## config.mk

```make
export PLATFORM = sky130hd
export DESIGN_NAME = dt_phase_ctrl
export DESIGN_NICKNAME = d
export VERILOG_FILES = /design/src/rtl/dt_phase_ctrl.sv
export SDC_FILE = /design/constraint.sdc
export NUM_CORES = 1
export LEC_CHECK = 0
export ABC_AREA = 1
export CAP_MARGIN = 25
export CORE_MARGIN = 3
export CORE_UTILIZATION = 41
export CTS_CLUSTER_DIAMETER = 120
export DETAILED_ROUTE_END_ITERATION = 8
export PLACE_DENSITY = 0.95
export SLEW_MARGIN = 30
export SYNTH_ARGS = -nofsm -noshare
export SYNTH_HDL_FRONTEND = slang
export SYNTH_SLANG_ARGS = --single-unit
export TNS_END_PERCENT = 30
```

## constraint.sdc

```tcl
create_clock -name clk -period 4.8 [get_ports clk]
set_input_delay 1.44 -clock clk [delete_from_list [all_inputs] [get_ports clk]]
set_output_delay 1.44 -clock clk [all_outputs]
set_load 0.005 [all_outputs]
```

## src/rtl/dt_phase_ctrl.sv

```systemverilog
// Phase sequencer for the distance-transform core: runs init, forward and backward
// engines in order, owns the res_RAM port mux, gates sti_ROM reads and watches for hangs.
module dt_phase_ctrl #(
  parameter int              AW      = 14,
  parameter int              DW      = 8,
  parameter int              SAW     = 10,
  parameter int              CW      = 18,
  parameter logic [CW-1:0]   TIMEOUT = 18'h3FFFF
) (
  input  logic            clk,
  input  logic            reset,
  input  logic            start,
  output logic            init_en,
  input  logic            init_done,
  output logic            for_en,
  input  logic            for_done,
  output logic            back_en,
  input  logic            back_done,
  input  logic [SAW-1:0]  sti_addr_i,
  output logic [SAW-1:0]  sti_addr,
  output logic            sti_rd,
  input  logic [AW-1:0]   res_addr_i,
  input  logic [AW-1:0]   res_addr_f,
  input  logic [AW-1:0]   res_addr_b,
  input  logic [DW-1:0]   res_do_i,
  input  logic [DW-1:0]   res_do_f,
  input  logic [DW-1:0]   res_do_b,
  input  logic            res_wr_f,
  input  logic            res_wr_b,
  input  logic            res_rd_f,
  input  logic            res_rd_b,
  output logic [AW-1:0]   res_addr,
  output logic [DW-1:0]   res_do,
  output logic            res_wr,
  output logic            res_rd,
  output logic            done,
  output logic            err,
  output logic [2:0]      phase
);

  localparam logic [2:0] S_IDLE = 3'd0;
  localparam logic [2:0] S_INIT = 3'd1;
  localparam logic [2:0] S_GAP1 = 3'd2;
  localparam logic [2:0] S_FWD  = 3'd3;
  localparam logic [2:0] S_GAP2 = 3'd4;
  localparam logic [2:0] S_BWD  = 3'd5;
  localparam logic [2:0] S_DONE = 3'd6;
  localparam logic [2:0] S_ERR  = 3'd7;

  logic [2:0]    state_reg, state_next;
  logic [CW-1:0] wd_reg, wd_next;
  logic          phase_active;
  logic          phase_done;
  logic          wd_expire;

  // Only the engine owning the current phase can end it; other done lines are ignored.
  always_comb begin
    phase_active = 1'b0;
    phase_done   = 1'b0;
    case (state_reg)
      S_INIT: begin phase_active = 1'b1; phase_done = init_done; end
      S_FWD:  begin phase_active = 1'b1; phase_done = for_done;  end
      S_BWD:  begin phase_active = 1'b1; phase_done = back_done; end
      default: ;
    endcase
  end

  // Expiry fires on the cycle whose count would reach TIMEOUT.
  assign wd_expire = (({1'b0, wd_reg} + {{CW{1'b0}}, 1'b1}) >= {1'b0, TIMEOUT});

  always_comb begin
    state_next = state_reg;
    case (state_reg)
      S_IDLE: if (start) state_next = S_INIT;
      S_INIT: begin
        if (phase_done)     state_next = S_GAP1;
        else if (wd_expire) state_next = S_ERR;
      end
      S_GAP1: state_next = S_FWD;
      S_FWD: begin
        if (phase_done)     state_next = S_GAP2;
        else if (wd_expire) state_next = S_ERR;
      end
      S_GAP2: state_next = S_BWD;
      S_BWD: begin
        if (phase_done)     state_next = S_DONE;
        else if (wd_expire) state_next = S_ERR;
      end
      S_DONE: state_next = S_DONE;
      S_ERR:  state_next = S_ERR;
      default: state_next = S_IDLE;
    endcase
  end

  always_comb begin
    wd_next = wd_reg;
    if (state_next != state_reg)
      wd_next = '0;
    else if (phase_active && !phase_done && (wd_reg != {CW{1'b1}}))
      wd_next = wd_reg + {{(CW-1){1'b0}}, 1'b1};
  end

  always_ff @(posedge clk) begin
    if (!reset) begin
      state_reg <= S_IDLE;
      wd_reg    <= '0;
    end else begin
      state_reg <= state_next;
      wd_reg    <= wd_next;
    end
  end

  // Moore output decode; every non-engine state parks the RAM and ROM ports at zero.
  always_comb begin
    init_en  = 1'b0;
    for_en   = 1'b0;
    back_en  = 1'b0;
    sti_rd   = 1'b0;
    sti_addr = '0;
    res_addr = '0;
    res_do   = '0;
    res_wr   = 1'b0;
    res_rd   = 1'b0;
    done     = 1'b0;
    err      = 1'b0;
    case (state_reg)
      S_INIT: begin
        init_en  = 1'b1;
        sti_rd   = 1'b1;
        sti_addr = sti_addr_i;
        res_addr = res_addr_i;
        res_do   = res_do_i;
        res_wr   = 1'b1;
      end
      S_FWD: begin
        for_en   = 1'b1;
        res_addr = res_addr_f;
        res_do   = res_do_f;
        res_wr   = res_wr_f;
        res_rd   = res_rd_f;
      end
      S_BWD: begin
        back_en  = 1'b1;
        res_addr = res_addr_b;
        res_do   = res_do_b;
        res_wr   = res_wr_b;
        res_rd   = res_rd_b;
      end
      S_DONE: done = 1'b1;
      S_ERR:  err  = 1'b1;
      default: ;
    endcase
  end

  assign phase = state_reg;

endmodule

```

* Word-level counts from Yosys, hierarchy flattened
Index checks and enable logic that the tools add are counted.
** Storage, ports and cells
- Input port bits :: 86
- Flip-flop bits (word level) :: 21
- Logic and storage cells :: 39
- Output and inout port bits :: 43
** Cells by class
- Add/sub/neg operators :: 2
- Equal/unequal tests :: 9
- Magnitude comparators :: 1
- Reductions and logical operators :: 6
- Muxes and demuxes :: 18
- Bitwise logic cells :: 1
** Operators with widths (count)
- one-hot mux 14 bit (3 select lines) :: 1
- one-hot mux 3 bit (8 select lines) :: 1
- one-hot mux 8 bit (3 select lines) :: 1
- adder 18 x 1 -> 19 bit, second input constant :: 1
- greater-or-equal comparator 19 x 18 -> 1 bit, second input constant :: 1
- adder 18 x 1 -> 18 bit, second input constant :: 1
- inequality test 18 bit, second input constant :: 1
- 2-to-1 mux 3 bit :: 5
- == test 3 bit, second input constant :: 4
- 2-to-1 mux 10 bit :: 1
- == test 3 x 2 -> 1 bit, second input constant :: 2
- 2-to-1 mux 1 bit :: 6
- one-hot mux 1 bit (3 select lines) :: 2
- == test 3 x 1 -> 1 bit, second input constant :: 1
- zero test 3 bit :: 1
- inequality test 3 bit :: 1
- OR reduction 3 bit :: 1
- logical AND 1 bit :: 2
- one-hot mux 1 bit (2 select lines) :: 1
- OR reduction 2 bit :: 1
- zero test 1 bit :: 1
- inverter 1 bit :: 1

* Longest topological paths before layout
- Word-level depth :: 7
- Depth in mapped cells :: 16

* Worst setup path after synthesis
OpenSTA, ideal clock, no wires.
- Kind :: input-to-output
- From :: input res_wr_b
- To :: output res_wr
- Path slack :: 1584 ps
- Data required time :: 3360 ps
- Arrival time :: 1776 ps
- Buffers on the path :: 0
- Stages :: 1
- Cells stage by stage :: a221o_1
** Between the ends
- Word-level cells in the longest chain between the ends :: 1
** Ends and longest elaborated chain
- start: declaration :: line 29 : input logic res_wr_b,
- one-hot mux 1 bit (3 select lines) :: line 126 : case (state_reg)
- end: declaration :: line 34 : output logic res_wr,
No other way between the ends.

* Worst setup path after layout
Ends and elaborated chain as after synthesis.

==> results.yml <==
synth:
  synth-async-reset-ratio_pct: 0
  synth.most_common_cell: "nand2_1"
  netlist_area_sq_mm: 0.00210
  synth-edff-count: 0
  synth_flop_cell: "dfxtp_1"
  yosys-top-cells-count: "nand2_1, inv_1, nor2_1"
  yosysUniqueCellTypes: 30
  synth-seq-cells: 21
  synth_area_leaders: "nand2_1, dfxtp_1, nand3_1"
  syn-num-nets: 471
  synthCells: 383
  synth_top_area_share_pct: 24.8
  yosys_warnings: 0
  avgSynthCellArea_sq_um: 5.49
  yosysSeqAreaShare_pct: 20.0
  yosys.area.top_type: "nand2_1"
global_routing:
  grt_use_total_pct: 24.4
  grt_pass1_wl_um: 12000
  grt_pass1_vias: 2780
  grt.overflow.total: 0
  antenna_found_initial: 1
  grt_max_degree: 28
critical_path:
  cp.required_ps: 3360
  crit_path_top_delay_cell: "clkdlybuf4s50_1"
  critPathBufInv: 2
  crit_type: "in -> out"
  crit_fanout: 1
  cp.depth: 3
  max_stage_delay_ps: 450
  cp_data_arrival_time_ps: 2700
  reg2reg_depth: 13
  cp_common_cell: "clkdlybuf4s50_1"
  cp_top_family: "buffers and inverters"
  start_kind: "input port"
  end_kind: "output pin"
  cp_cell_sequence: "clkdlybuf4s50_1 -> a221o_1 -> clkdlybuf4s50_1"
flow_run:
  max-cap-violations: 0
sta:
  fin_setup_tns_ps: 0
  rsz0062_at_grt: "false"
  max-slew-margin-rel_pct: 49.4
  skew_ps: 7.32
  max_freq_mhz: 242
  timing.hold.ws_ps: 529
  setup_viol: 0
  layout_worst_path_cycle_share_pct: 86.2
  tightest_slew_ps: 758
  maxSlewViolCount: 0
  fin_crit_ps: 4140
  hold_viol: 0
die:
  dieWidth_um: 77.6
  die_y_um: 77.6
  io_pins: 129
  dieArea_sq_mm: 0.00602
  core_area_sq_mm: 0.00485
  fp-row-count: 25
  initial_core_util_pct: 43.4
cts:
  postCtsSetupRepairBufs: 0
  ctsHoldBuffers: 0
  clkSinkCount: 21
  clkTransAtPathRegs_ps: 80
  numCtsBuffers: 3
  h-tree-depth: 1
  max-clock-path-buffers: 2
  clk-insertion-delay-late_ps: 270
  cts_tree: "yes"
  cts_resized: 0
  cts_root_buffer: "clkbuf_8"
final_layout:
  n_fill_cell: 419
  drive_gt1_share_pct: 8.37
  multi_input_area_sq_mm: 0.00138
  utilization_pct: 70.6
  largest_reg_flops: 18
  regArea_sq_um: 420
  syn2layout_area_growth_pct: 62.9
  stdcell_count: 570
  nNetsFinal: 591
power:
  power_frac_seq_pct: 33.9
  p_leak_nw: 1.35
  powerDensity_mw_per_mm2: 157
  p_sw_share_pct: 30.6
  internal-power_uw: 374
  total_power_uw: 538
  power.share.combinational_pct: 44.1
  ir_worst_vdd_mv: 0.110
  pwr-share-clk_pct: 22.0
  switching_power_uw: 164
placed_design:
  dp_cells: 565
  hpwl_um: 6140
  place_congestion: 0.857
  portBuffers: 128
routing:
  num_vias: 2757
  avgRoutedWirePerCell_um: 12.9
  ant_nets: 0
  drt-initial-drc-count: 108
  routed_wl_um: 7370
  drc_errors: 0
  via_per_inst: 4.84
  first_pass_iters: 4
outcome:
  status: "finished clean"
worst_hold_path:
  holdPathStages: 2
  min_path_type: "reg -> reg"
-- path summary, 6_finish.rpt --
| check | start | to | slack [ps] |
|---|---|---|---|
| max | res_wr_b | res_wr | 660 |
| min | phase[1] | phase[1] | 530 |
| max reg2reg | wd_reg[0] | wd_reg[3] | 2280 |
| min reg2reg | phase[1] | phase[1] | 530 |
-- layout make-up --
cell class	instances	area share [%]
timing repair buffer	128	37.4
inverter	56	6.14
sequential	21	12.3
clock inverter	1	0.219
clock buffer	3	1.21
antenna	1	0.0731
tap	67	2.45
multi-input combinational	293	40.2
-- power by group through the flow --
stage / logic (mW) / registers [mW] / clock network [mW]
CTS: 0.239 / 0.183 / 0.123
global route: 0.258 / 0.183 / 0.134
global placement: 0.233 / 0.186 / 0
floorplan: 0.102 / 0.184 / 0
finish: 0.237 / 0.183 / 0.118
detailed placement: 0.237 / 0.187 / 0
-- metal layers --
metal / share of wire, % / GRT usage, %
met1: 39 / 25.1
met2: 51 / 45.6
met3: 6.2 / 6.61
met4: 3.5 / 10.9
met5: 0 / 0
-- logic make-up (layout without fill, tap and decap cells) --
logic type,count (synthesis),after routing,share of synthesized area (%)
and+or+nand+nor,260,260,55.5
buffers and inverters,69,188,14.5
AOI/OAI and AO/OA,29,29,7.92
DFF,21,21,20.0
adders and majority gates,2,2,1.19
xor gates and xnor gates,2,2,0.833
other,0,1,0
-- stage by stage --
stage	setup WS, ps	cell area (sq um)
2_1_floorplan	1580	2100
3_3_place_gp	691	3370
3_5_place_dp	671	3370
4_1_cts	662	3420
5_1_grt	527	3420
6_report	664	3420
-- worst reg2reg max path, stage by stage, from the launching register on --
cell     delay, ps
dfxtp_1        510
ha_1           270
nand2_2        100
nor2_4         170
nand2_2        100
nor2_2         120
nand3_2         90
nor2_2         130
nand3_2         90
nand2_2        300
inv_2          210
o21ai_0        190
inv_1           60
nor2_2          90
-- placed cells by master, fill, tap and decap left out --
cell type / netlist / routed
o21bai_1: 1 / 1
nor2_2: 19 / 19
nand3_2: 2 / 2
o221ai_1: 1 / 1
nand3b_1: 2 / 2
dfxtp_1: 21 / 21
inv_2: 5 / 5
a22oi_1: 2 / 2
a221o_1: 1 / 1
nor3_2: 1 / 1
o21ai_1: 7 / 7
nand2_1: 139 / 139
clkinvlp_4: 0 / 1
clkbuf_8: 0 / 3
o21ai_0: 8 / 8
nand2_2: 6 / 6
a21oi_1: 7 / 7
o22ai_1: 1 / 1
ha_1: 2 / 2
a22o_1: 1 / 1
clkdlybuf4s50_1: 0 / 128
nand3_1: 39 / 39
diode_2: 0 / 1
nand3_4: 1 / 1
nor2_4: 4 / 4
nand4_1: 4 / 4
xor2_1: 2 / 2
nor2_1: 43 / 43
inv_1: 51 / 51
No activity file was read; power rests on OpenSTA's default activity.
